**src/rtl/igen_pkg.sv**
```systemverilog
// Shared definitions for the registered immediate generator:
// RV32I major opcodes and the output format code.
package igen_pkg;

    localparam logic [6:0] OP_IMM    = 7'b0010011;
    localparam logic [6:0] OP_LOAD   = 7'b0000011;
    localparam logic [6:0] OP_JALR   = 7'b1100111;
    localparam logic [6:0] OP_SYSTEM = 7'b1110011;
    localparam logic [6:0] OP_STORE  = 7'b0100011;
    localparam logic [6:0] OP_BRANCH = 7'b1100011;
    localparam logic [6:0] OP_LUI    = 7'b0110111;
    localparam logic [6:0] OP_AUIPC  = 7'b0010111;
    localparam logic [6:0] OP_JAL    = 7'b1101111;
    localparam logic [6:0] OP_REG    = 7'b0110011;

    // FMT_R doubles as the reset value of the format field, hence code 0.
    typedef enum logic [2:0] {
        FMT_R   = 3'd0,
        FMT_I   = 3'd1,
        FMT_S   = 3'd2,
        FMT_B   = 3'd3,
        FMT_U   = 3'd4,
        FMT_J   = 3'd5,
        FMT_ILL = 3'd7
    } fmt_e;

endpackage

```
**src/rtl/igen_core.sv**
```systemverilog
// Combinational RV32I immediate decode: insn -> sign-extended imm, format, illegal.
// Optional IGEN_SHAMT_EN: slli/srli/srai yield the 5-bit zero-extended shamt.
module igen_core
    import igen_pkg::*;
#(
    parameter int DWIDTH = 32
) (
    input  logic [31:0]       insn,
    output logic [DWIDTH-1:0] imm,
    output logic [2:0]        fmt,
    output logic              illegal
);

    logic [31:0] imm32;
    fmt_e        fmt_d;

    // Classify the opcode and assemble the 32-bit immediate for that format.
    always_comb begin
        imm32   = '0;
        fmt_d   = FMT_R;
        illegal = 1'b0;
        case (insn[6:0])
            OP_IMM, OP_LOAD, OP_JALR, OP_SYSTEM: begin
                fmt_d = FMT_I;
                imm32 = {{20{insn[31]}}, insn[31:20]};
            end
            OP_STORE: begin
                fmt_d = FMT_S;
                imm32 = {{20{insn[31]}}, insn[31:25], insn[11:7]};
            end
            OP_BRANCH: begin
                fmt_d = FMT_B;
                imm32 = {{19{insn[31]}}, insn[31], insn[7], insn[30:25], insn[11:8], 1'b0};
            end
            OP_LUI, OP_AUIPC: begin
                fmt_d = FMT_U;
                imm32 = {insn[31:12], 12'b0};
            end
            OP_JAL: begin
                fmt_d = FMT_J;
                imm32 = {{11{insn[31]}}, insn[31], insn[19:12], insn[20], insn[30:21], 1'b0};
            end
            OP_REG: begin
                fmt_d = FMT_R;
                imm32 = '0;
            end
            default: begin
                fmt_d   = FMT_ILL;
                illegal = 1'b1;
                imm32   = '0;
            end
        endcase
`ifdef IGEN_SHAMT_EN
        // funct3 001/101 is slli/srli/srai; funct7 is kept out of the shift amount.
        if (insn[6:0] == OP_IMM && insn[13:12] == 2'b01) begin
            imm32 = {27'b0, insn[24:20]};
        end
`endif
    end

    // The top immediate bit is bit 31 for every format, so widen from there.
    assign imm = DWIDTH'($signed(imm32));
    assign fmt = fmt_d;

endmodule

```
**src/rtl/igen_pipe.sv**
```systemverilog
// Registered immediate generator with valid/ready handshake on both sides.
// Adds pc+imm and holds results in an output register, plus an optional skid
// register (SKID=1) so that in_ready_o never depends combinationally on out_ready_i.
// DWIDTH must be >= 32. Build option: IGEN_SHAMT_EN (see igen_core).
//
// Skid control (SKID=1), state = {out_valid, skid_valid}:
//   state | meaning
//   00    | empty, in_ready_o = 1
//   10    | one result in out regs, in_ready_o = 1
//   11    | full, in_ready_o = 0 until the skid entry drains
module igen_pipe
    import igen_pkg::*;
#(
    parameter int DWIDTH = 32,
    parameter int AWIDTH = 32,
    parameter int SKID   = 1
) (
    input  logic              clk,
    input  logic              reset,
    input  logic              in_valid_i,
    output logic              in_ready_o,
    input  logic [31:0]       insn_i,
    input  logic [AWIDTH-1:0] pc_i,
    output logic              out_valid_o,
    input  logic              out_ready_i,
    output logic [31:0]       insn_o,
    output logic [AWIDTH-1:0] pc_o,
    output logic [DWIDTH-1:0] imm_o,
    output logic [2:0]        fmt_o,
    output logic              illegal_o,
    output logic [AWIDTH-1:0] target_o
);

    // Widths depend on the instance parameters, so the entry type lives here.
    typedef struct packed {
        logic [31:0]       insn;
        logic [AWIDTH-1:0] pc;
        logic [DWIDTH-1:0] imm;
        logic [2:0]        fmt;
        logic              illegal;
        logic [AWIDTH-1:0] target;
    } igen_res_t;

    localparam igen_res_t RES_RST = '{
        insn: '0, pc: '0, imm: '0, fmt: FMT_R, illegal: 1'b0, target: '0
    };

    logic [DWIDTH-1:0] core_imm;
    logic [2:0]        core_fmt;
    logic              core_illegal;
    igen_res_t         new_res;
    igen_res_t         out_res;
    logic              out_valid;
    logic              in_ready;
    logic              accept;
    logic              pop;

    igen_core #(.DWIDTH(DWIDTH)) u_core (
        .insn    (insn_i),
        .imm     (core_imm),
        .fmt     (core_fmt),
        .illegal (core_illegal)
    );

    // Bundle the decode result with the branch/jump target for this accept.
    always_comb begin
        new_res         = RES_RST;
        new_res.insn    = insn_i;
        new_res.pc      = pc_i;
        new_res.imm     = core_imm;
        new_res.fmt     = core_fmt;
        new_res.illegal = core_illegal;
        new_res.target  = pc_i + AWIDTH'($signed(core_imm));
    end

    assign accept = in_valid_i & in_ready;
    assign pop    = out_valid & out_ready_i;

    if (SKID != 0) begin : g_skid
        igen_res_t skid_res;
        logic      skid_valid;
        logic      ready_q;
        logic      out_valid_n;
        logic      skid_valid_n;
        logic      load_out_new;
        logic      load_out_skid;
        logic      load_skid;

        // Next-state: keep FIFO order by always refilling out regs from skid first.
        always_comb begin
            out_valid_n   = out_valid;
            skid_valid_n  = skid_valid;
            load_out_new  = 1'b0;
            load_out_skid = 1'b0;
            load_skid     = 1'b0;
            if (pop) begin
                if (skid_valid) begin
                    load_out_skid = 1'b1;
                    out_valid_n   = 1'b1;
                    load_skid     = accept;
                    skid_valid_n  = accept;
                end else begin
                    load_out_new = accept;
                    out_valid_n  = accept;
                end
            end else if (accept) begin
                if (!out_valid) begin
                    load_out_new = 1'b1;
                    out_valid_n  = 1'b1;
                end else begin
                    load_skid    = 1'b1;
                    skid_valid_n = 1'b1;
                end
            end
        end

        // State and data registers; ready tracks the skid slot being free.
        always_ff @(posedge clk) begin
            if (reset) begin
                out_valid  <= 1'b0;
                skid_valid <= 1'b0;
                ready_q    <= 1'b1;
                out_res    <= RES_RST;
                skid_res   <= RES_RST;
            end else begin
                out_valid  <= out_valid_n;
                skid_valid <= skid_valid_n;
                ready_q    <= !skid_valid_n;
                if (load_out_new) begin
                    out_res <= new_res;
                end else if (load_out_skid) begin
                    out_res <= skid_res;
                end
                if (load_skid) begin
                    skid_res <= new_res;
                end
            end
        end

        assign in_ready = ready_q;
    end else begin : g_noskid
        // Single output stage: a new accept overwrites, a bare pop empties.
        always_ff @(posedge clk) begin
            if (reset) begin
                out_valid <= 1'b0;
                out_res   <= RES_RST;
            end else if (accept) begin
                out_valid <= 1'b1;
                out_res   <= new_res;
            end else if (pop) begin
                out_valid <= 1'b0;
            end
        end

        assign in_ready = !out_valid | out_ready_i;
    end

    assign in_ready_o  = in_ready;
    assign out_valid_o = out_valid;
    assign insn_o      = out_res.insn;
    assign pc_o        = out_res.pc;
    assign imm_o       = out_res.imm;
    assign fmt_o       = out_res.fmt;
    assign illegal_o   = out_res.illegal;
    assign target_o    = out_res.target;

endmodule

```
**config.mk**
```make
export PLATFORM = sky130hd
export DESIGN_NAME = igen_pipe
export DESIGN_NICKNAME = d
export VERILOG_FILES = /design/src/rtl/igen_pkg.sv /design/src/rtl/igen_core.sv /design/src/rtl/igen_pipe.sv
export SDC_FILE = /design/constraint.sdc
export NUM_CORES = 1
export LEC_CHECK = 0
export CORE_ASPECT_RATIO = 1.75
export CORE_UTILIZATION = 45
export CTS_BUF_LIST = sky130_fd_sc_hd__clkbuf_8
export CTS_CLUSTER_DIAMETER = 30
export DETAILED_ROUTE_END_ITERATION = 7
export PLACE_DENSITY = 0.79
export SETUP_SLACK_MARGIN = 0.1
export SLEW_MARGIN = 20
export SYNTH_ARGS = -nofsm -noshare
export SYNTH_HDL_FRONTEND = slang
export SYNTH_SLANG_ARGS = --single-unit
```
**constraint.sdc**
```tcl
create_clock -name clk -period 3.9 [get_ports clk]
set_input_delay 0.39 -clock clk [delete_from_list [all_inputs] [get_ports clk]]
set_output_delay 0.39 -clock clk [all_outputs]
set_load 0.005 [all_outputs]
```
==> impl_metrics.json, run 1 <==
{
  "reg2regPathDepth": 5,
  "hp-class": "register to register",
  "row_count": 81,
  "wire_per_inst_um": 18.3,
  "wl_um": 43600,
  "max_freq_mhz": 270,
  "syn2layout_area_growth_pct": 35.7,
  "r2r_slack_ns": 1.66,
  "drv_slew": 0,
  "clk_latency_ns": 0.61,
  "netlist_instances": 1670,
  "status": "complete, no violations",
  "critPathCaptureType": "register",
  "ys_seq_area_frac": 0.420,
  "slowest_stage": "clkdlybuf4s50_1",
  "dp.final_hpwl_um": 31100,
  "criticalPathCategory": "input pin to register",
  "grt_first_pass_wirelength_um": 67400,
  "grt_pass1_vias": 12800,
  "setup_tns_ns": 0,
  "place_inst": 2311,
  "clkTransAtPathRegs_ns": 0.06,
  "cp.required_ns": 4.39,
  "cts_tree": "done",
  "cts_buffer_depth": 3,
  "die_y_um": 224,
  "cp_cell_sequence": "clkdlybuf4s50_1 > and3b_1 > nor2b_1 > buf_4 > buf_4 > a21oi_2 > o21ai_0 > buf_4 > a22o_4 > ha_1 > buf_4 > nand3_1 > o211ai_1 > nand4_1 > a31oi_2 > o31a_1 > nor2_1 > or4_1 > o311ai_1",
  "start_util": 0.457,
  "whs_path_depth": 2,
  "drt_iter0_markers": 841,
  "worst_slack_ns": 0.196,
  "antenna_left": 0,
  "grt_most_used_layer": "met2",
  "critPathLaunch": "insn_i[3]",
  "synth_seq_cells": 267,
  "synth.most_common_cell": "nand2_1",
  "synth_ff_type": "dfxtp_1",
  "worst_pin_slew_ns": 1.03,
  "p_per_area_nw_per_um2": 388,
  "fillerInstances": 2403,
  "seq_area_um2": 5350,
  "synth_edf_count": 0,
  "vias": 13500,
  "use_met2": 0.505,
  "grt_max_degree": 151,
  "finalPower_w": 0.00669,
  "grt_util_met1": 0.337,
  "netlist_top_cells_area": "dfxtp_1, nand2_1, a21oi_1",
  "io_buffers": 201,
  "fp.dieW_um": 129,
  "slew_headroom": 0.314,
  "synth_nets": 1770,
  "vias_per_cell": 5.65,
  "nets": 2083,
  "yosys_warnings": 0,
  "synth_top_area_cell": "dfxtp_1",
  "cp-endpoint": "g_skid.skid_res[21]",
  "core_um2": 27900,
  "dp_slack_ns": -0.516,
  "peakVddDrop_v": 0.000256,
  "max_stage_delay_ns": 0.48,
  "setup_viol": 0,
  "netlist_area_um2": 12700,
  "finalNonFillerCells": 2389,
  "dr.pass1.iters": 5,
  "start_kind": "input pin",
  "grt-ovfl-total": 0,
  "r2r-end": "fmt_o[1]",
  "ios": 202,
  "period_share": 0.950,
  "reg2reg_from": "out_valid_o",
  "synthDistinctLibCells": 73,
  "crit_path_frequent_cell": "buf_4",
  "synth_top_area_share": 0.420,
  "hold_viol_final": 0,
  "cp_max_fo": 5,
  "antenna_found_initial": 0,
  "power.leakage_nw": 6.77,
  "max_cap_viol_count": 0,
  "drive_above_1_share": 0.154,
  "cts_sinks": 267,
  "post-route-min-period_ns": 3.70,
  "place_congestion": 0.900,
  "async_flop_share": 0,
  "multi_input_area_um2": 6880,
  "yosys-top-cells-count": "nand2_1, dfxtp_1, a21oi_1",
  "rsz0062_at_grt": "yes",
  "cts-buffers-inserted": 43,
  "cts_setup_buffers": 0,
  "htree_levels": 2,
  "postSynthAreaPerCell_um2": 7.62,
  "route.detailed.drc": 0,
  "grt_use_total": 0.299,
  "cp.arrival_ns": 4.19,
  "use_met3": 0.0392,
  "root_buffer": "clkbuf_8",
  "dieArea_um2": 29000,
  "skew_ns": 0.0491
}
-- logic make-up (layout without fill, tap and decap cells) --
group / count (synthesis) / in the layout / synth area share
buffers and inverters: 165 / 510 / 0.0499
DFF: 267 / 267 / 0.420
other: 0 / 1 / 0
xor gates and xnor gates: 19 / 19 / 0.0131
muxes: 4 / 4 / 0.00315
AOI/OAI and AO/OA: 438 / 438 / 0.234
adders and majority gates: 32 / 32 / 0.0321
and+or+nand+nor: 745 / 745 / 0.247
-- critical path: cells and delay by family --
| family | cells | cell delay, ns |
|---|---|---|
| AO/OA/AOI/OAI | 7 | 1.29 |
| adder cells (fa/ha/maj) | 1 | 0.30 |
| buffers and inverters | 5 | 1.04 |
| AND/OR/NAND/NOR | 6 | 1.15 |
-- cells in the final DEF (no fill, tap or decap), drive strengths merged, types with 15 or more instances in the layout --
cell / count
a21o: 15
ha: 31
a311oi: 78
and3: 31
a21oi: 182
nand2: 448
a211oi: 52
buf: 202
dfxtp: 267
nor3: 22
clkdlybuf4s50: 200
nor2: 158
nand3: 17
inv: 45
clkbuf: 52
o21ai: 25
-- metrics by stage --
step                      cell area, um2  hold slack (ns)   util
after floorplan                    12700            0.436      -
after global placement             16300            0.441  0.585
after detailed placement           16300            0.447  0.585
after CTS                          17200            0.456  0.616
after global routing               17300            0.468  0.619
final                              17300            0.455  0.619
-- routing by layer --
layer / up-vias / share of wire
met2: 534 / 0.49
met3: 176 / 0.053
met4: 0 / 0.080
met1: 6345 / 0.37
li1: 6445 / -
met5: - / 0
-- power by group --
group	internal [W]	switching [W]
Combinational	0.000587	0.000605
Clock	0.00128	0.00121
Sequential	0.00290	0.000108
-- sequential cells by signal, indices dropped and copies added (netlist names) --
register           cells
g_skid.skid_res      132
illegal_o              1
fmt_o                  3
g_skid.skid_valid      1
insn_o                32
out_valid_o            1
pc_o                  32
imm_o                 32
in_ready_o             1
target_o              32
-- cell type report --
cell class / instances / share of cell area
antenna: 1 / 0.000145
inverter: 30 / 0.00652
timing repair buffer: 403 / 0.207
sequential: 267 / 0.310
clock inverter: 26 / 0.0102
clock buffer: 51 / 0.0407
tap: 373 / 0.0270
multi-input combinational: 1238 / 0.398
-- how the worst min path moves through the flow --
stage / from / slack [ns] / to
5_1_grt: g_skid.skid_res[72] / 0.47 / g_skid.skid_res[72]
6_report: g_skid.skid_res[129] / 0.45 / g_skid.skid_res[129]
3_5_place_dp: g_skid.skid_res[5] / 0.45 / g_skid.skid_res[5]
3_3_place_gp: g_skid.skid_res[80] / 0.44 / g_skid.skid_res[80]
2_1_floorplan: g_skid.skid_res[125] / 0.44 / g_skid.skid_res[125]
4_1_cts: g_skid.skid_res[72] / 0.46 / g_skid.skid_res[72]
-- repair_timing --
item	in CTS	in global routing
endpoints found under the hold margin	0	0
resized for setup	1	19
endpoints found under the setup margin	1	19
hold buffers	0	0
pin swaps	0	5
Note: power is estimated with default switching activity, not from simulation.
==> run 2, diff against run 1 <==
PLACE_DENSITY = 0.78   (was 0.79)
SYNTH_HIERARCHICAL = 1   (was unset)
==> impl_metrics.json, run 2 <==
{
  "status": "complete, no violations",
  "dp.final_hpwl_um": 31400,
  "nets": 2109,
  "hold_path_end": "g_skid.skid_res[101]",
  "root_buffer": "clkbuf_8",
  "synth_nets": 1808,
  "synth.most_common_cell": "nand2_1",
  "r2r_slack_ns": 1.57,
  "whs_path_depth": 3,
  "ios": 202,
  "netlist_area_um2": 13000,
  "grt_most_used_layer": "met2",
  "cp.arrival_ns": 4.05,
  "syn2layout_area_growth_pct": 34.2,
  "crit_path_frequent_cell": "buf_4",
  "final_cell_mix": "nand2_1, dfxtp_1, clkdlybuf4s50_1, buf_4, a21oi_1",
  "top_register": "g_skid.skid_res",
  "cp.required_ns": 4.37,
  "cts_tree": "done",
  "synth_top_area_cell": "dfxtp_1",
  "rsz0062_at_grt": "no",
  "wire_per_inst_um": 18.1,
  "grt_first_pass_wirelength_um": 67800,
  "worst_slack_ns": 0.321,
  "worst_pin_slew_ns": 1.14,
  "setup_viol": 0,
  "netlist_top_cells_area": "dfxtp_1, nand2_1, a311oi_1",
  "slew_headroom": 0.238,
  "grt_use_total": 0.294,
  "max_stage_delay_ns": 0.52,
  "synth_seq_cells": 267,
  "finalPower_w": 0.00663,
  "critPathCaptureType": "register",
  "antenna_left": 0,
  "postSynthAreaPerCell_um2": 7.60,
  "place_congestion": 0.948,
  "cp_cell_sequence": "clkdlybuf4s50_1 > buf_4 > and4b_2 > nand3_1 > buf_4 > o2bb2ai_1 > buf_4 > ha_1 > a21oi_1 > o21ai_1 > a21o_1 > a21bo_1 > a221o_1 > or4_1 > o311ai_1",
  "largest_reg_flops": 132,
  "max_cap_viol_count": 0,
  "reg2reg_from": "g_skid.skid_valid",
  "drv_slew": 0,
  "reg2regPathDepth": 5,
  "antenna_found_initial": 0,
  "async_flop_share": 0,
  "yosys_warnings": 6,
  "synth_edf_count": 0,
  "netlist_instances": 1708,
  "clkTransAtPathRegs_ns": 0.06,
  "clk_latency_ns": 0.57,
  "hold_path.startpoint": "insn_i[1]",
  "route.detailed.drc": 0,
  "yosys-top-cells-count": "nand2_1, dfxtp_1, a21oi_1",
  "synth_ff_type": "dfxtp_1",
  "p_per_area_nw_per_um2": 381,
  "die_y_um": 227,
  "cts_buffer_depth": 3,
  "skew_ns": 0.0173,
  "ys_seq_area_frac": 0.412,
  "period_share": 0.918,
  "post-route-min-period_ns": 3.58,
  "htree_levels": 2,
  "core_um2": 28200,
  "critPathTopFamily": "compound AO/OA/AOI/OAI gates",
  "r2r-end": "target_o[10]",
  "power.leakage_nw": 6.79,
  "diodes": 0,
  "layout_commonest_cell": "nand2_1",
  "grt-ovfl-total": 0,
  "cp_max_fo": 7,
  "synth_top_area_share": 0.412,
  "io_buffers": 201,
  "vias_per_cell": 5.70,
  "vias": 13700,
  "start_util": 0.461,
  "setup_tns_ns": 0,
  "fp.dieW_um": 130,
  "use_met3": 0.0361,
  "dr.pass1.iters": 5,
  "use_met2": 0.493,
  "wl_um": 43700,
  "cts-buffers-inserted": 41,
  "peakVddDrop_v": 0.000339,
  "final_cell_area_um2": 17400,
  "grt_pass1_vias": 12800,
  "start_kind": "input pin",
  "cts_sinks": 267,
  "grt_max_degree": 174,
  "max_freq_mhz": 279,
  "row_count": 81,
  "synthDistinctLibCells": 77,
  "criticalPathCategory": "input pin to register",
  "place_area_um2": 16500,
  "hold_viol_final": 0,
  "cp_num_cells": 15,
  "drive_above_1_share": 0.144,
  "fillerInstances": 2529,
  "grt_util_met1": 0.353,
  "drt_iter0_markers": 937,
  "slowest_stage": "or4_1",
  "dieArea_um2": 29600,
  "hp-class": "input pin to register",
  "dp_slack_ns": -0.352,
  "path_buf_inv": 4
}
==> run 2: cell types whose count changed after synthesis, sizes merged, moves of 14 or more <==
cell	delta
a211oi	-38
a311oi	+35
and3	-20
inv	-18
nand2	+67
nand3	+27
nor3	-14
==> run 2: final cells by class <==
type / instances / area (um2) / share of cell area
well taps: 373 / 467 / 0.0268
multi-input cells: 1291 / 7090 / 0.407
clock inverters: 22 / 159 / 0.00912
flip-flops and latches: 267 / 5350 / 0.307
inverters: 12 / 45.0 / 0.00258
clock buffers: 52 / 716 / 0.0411
repair buffers: 396 / 3610 / 0.207
==> run 2: how the worst max path moves through the flow <==
stage / start / end / slack, ns
final: insn_i[3] / target_o[29] / 0.32
after global routing: insn_i[3] / g_skid.skid_res[30] / 0.10
after CTS: insn_i[0] / target_o[29] / 0.21
after detailed placement: insn_i[0] / target_o[29] / -0.35
after global placement: insn_i[0] / target_o[31] / -0.30
after floorplan: insn_i[2] / g_skid.skid_res[30] / 0.55
==> run 2: metrics by stage <==
step	hold slack, ns	std cells	util
global route	0.234	2413	0.619
finish	0.231	2413	0.619
global placement	0.441	2338	0.587
detailed placement	0.447	2338	0.587
CTS	0.455	2412	0.618
floorplan	0.432	1708	-
==> run 2: logic make-up (layout without fill, tap and decap cells) <==
group                      count (synthesis)  count (layout)  synth area share
xor gates and xnor gates                  23              23            0.0155
and+or+nand+nor                          817             817             0.268
AOI/OAI and AO/OA                        416             416             0.225
buffers and inverters                    150             482            0.0466
muxes                                      3               3           0.00231
adders and majority gates                 32              32            0.0314
DFF                                      267             267             0.412
==> run 2: timing repair <==
| item | CTS | global route |
|---|---|---|
| setup buffers | 0 | 1 |
| hold buffers | 0 | 0 |
| setup endpoints to repair | 0 | 5 |
| resized for setup | 0 | 5 |
==> run 2: power breakdown <==
| part | total, W | switching, W | leakage, nW | internal, W |
|---|---|---|---|---|
| Combinational | 0.00119 | 0.000609 | 4.11 | 0.000581 |
| Clock | 0.00245 | 0.00111 | 0.488 | 0.00134 |
| Sequential | 0.00299 | 0.0000999 | 2.19 | 0.00289 |
| Total | 0.00663 | 0.00182 | 6.79 | 0.00482 |
==> run 2: tightest hold or removal path, cell delays in order <==
cell	delay, ns
dlymetal6s2s_1	0.22
nand2_1	0.09
a21oi_1	0.05
==> run 2: per-layer routing <==
metal | share of wire | wire (um)
met5 | 0 | 0
met4 | 0.064 | 2790
met3 | 0.054 | 2370
met2 | 0.49 | 21400
met1 | 0.39 | 17100
==> run 3, diff against run 2 <==
CELL_PAD_IN_SITES_DETAIL_PLACEMENT = 1   (was unset)
CELL_PAD_IN_SITES_GLOBAL_PLACEMENT = 2   (was unset)
CORE_UTILIZATION = 29   (was 45)
GPL_ROUTABILITY_DRIVEN = 0   (was unset)
PLACE_DENSITY = 0.85   (was 0.78)
==> impl_metrics.json, run 3 (synthesis results as in run 2) <==
{
  "status": "complete, no violations",
  "io_buffers": 201,
  "max_freq_mhz": 272,
  "htree_levels": 2,
  "drive_above_1_share": 0.153,
  "dp.final_hpwl_um": 40500,
  "row_count": 102,
  "antenna_found_initial": 2,
  "start_util": 0.294,
  "whs_path_depth": 3,
  "grt_first_pass_wirelength_um": 84300,
  "start_kind": "input pin",
  "ctsHoldBuffers": 0,
  "largest_reg_flops": 132,
  "slowest_stage": "clkdlybuf4s50_1",
  "antenna_left": 0,
  "cts_setup_buffers": 0,
  "cp.arrival_ns": 4.17,
  "cp_num_cells": 13,
  "grt-ovfl-total": 0,
  "period_share": 0.943,
  "drt_iter0_markers": 756,
  "p_per_area_nw_per_um2": 425,
  "max_cap_viol_count": 0,
  "ios": 202,
  "slew_headroom": 0.291,
  "drv_slew": 0,
  "wl_um": 55200,
  "hold_viol_final": 0,
  "post-route-min-period_ns": 3.68,
  "hold_path.startpoint": "insn_i[14]",
  "final_cell_mix": "nand2_1, dfxtp_1, clkdlybuf4s50_1, buf_4, a21oi_1",
  "cp_cell_sequence": "clkdlybuf4s50_1 > or3b_4 > a21oi_4 > o2bb2ai_1 > buf_4 > ha_1 > nand2_1 > o21ai_1 > a31oi_1 > a211oi_2 > o21ai_1 > or4_1 > a31oi_1",
  "dp_slack_ns": -0.413,
  "power.leakage_nw": 6.84,
  "setup_viol": 0,
  "layout_commonest_cell": "nand2_1",
  "top_register": "g_skid.skid_res",
  "holdWs_ns": 0.426,
  "grt_pass1_vias": 14700,
  "cts_sinks": 267,
  "die_y_um": 282,
  "clkTransAtPathRegs_ns": 0.07,
  "critPathCaptureType": "register",
  "skew_ns": 0.0241,
  "vias": 14000,
  "vias_per_cell": 5.35,
  "cts_tree": "done",
  "dr.pass1.iters": 6,
  "fp.dieW_um": 162,
  "grt_use_total": 0.240,
  "cts_buffer_depth": 3,
  "reg2reg_from": "g_skid.skid_valid",
  "criticalPathCategory": "input pin to register",
  "reg2regPathDepth": 5,
  "cts-buffers-inserted": 52,
  "cp_max_fo": 8,
  "root_buffer": "clkbuf_8",
  "worst_slack_ns": 0.223,
  "hp-class": "input pin to register",
  "max_stage_delay_ns": 0.61,
  "critPathLaunch": "insn_i[4]",
  "syn2layout_area_growth_pct": 38.3,
  "utilization": 0.407,
  "path_buf_inv": 2,
  "route.detailed.drc": 0,
  "critPathTopFamily": "compound AO/OA/AOI/OAI gates",
  "grt_max_degree": 149,
  "nets": 2104,
  "cp.required_ns": 4.40,
  "wire_per_inst_um": 21.1,
  "rsz0062_at_grt": "no",
  "clk_latency_ns": 0.61,
  "peakVddDrop_v": 0.000257,
  "dieArea_um2": 45700,
  "core_um2": 44200,
  "worst_pin_slew_ns": 1.06,
  "setup_tns_ns": 0
}
==> run 3: final cells by class <==
type,instances,area (um2)
repair buffers,380,3470
well taps,572,716
inverters,12,45.0
fillers,5356,26200
clock inverters,32,372
flip-flops and latches,267,5350
diodes,1,2.50
clock buffers,65,895
multi-input cells,1291,7110
==> run 3: path summary, 6_finish.rpt <==
kind / endpoint / slack [ns]
min reg2reg: g_skid.skid_res[123] / 0.46
min: g_skid.skid_res[114] / 0.43
max: g_skid.skid_res[30] / 0.22
max reg2reg: fmt_o[1] / 1.69
==> run 3: through the flow <==
step	std cells	area [um2]	power, W
finish	2620	18000	0.00763
global route	2620	18000	0.00792
CTS	2619	17900	0.00771
detailed placement	2522	16700	0.00431
global placement	2522	16700	0.00428
floorplan	1708	13000	0.00357
==> run 3: metal layers <==
| metal | vias up | track usage | part of all wire |
|---|---|---|---|
| met5 | - | 0 | 0 |
| met3 | 141 | 0.0260 | 0.028 |
| met4 | 0 | 0.149 | 0.060 |
| met2 | 323 | 0.472 | 0.55 |
| li1 | 6585 | - | - |
| met1 | 6955 | 0.236 | 0.36 |
==> run 3: worst min-delay path, delay by kind of cell <==
kind	cells	cell delay (ns)
AOI/OAI and AO/OA	1	0.06
buffers and inverters	1	0.45
and+or+nand+nor	1	0.08
==> run 3: power by group <==
part,switching (W),total (W),internal [W],leakage [nW]
clock network,0.00137,0.00337,0.00200,0.650
registers,0.000114,0.00301,0.00289,2.19
logic,0.000663,0.00125,0.000582,4.00
==> run 3: timing repair <==
item / CTS / global route
endpoints found under the setup margin: 0 / 21
gates resized for setup: 0 / 9
endpoints found under the hold margin: 0 / 0
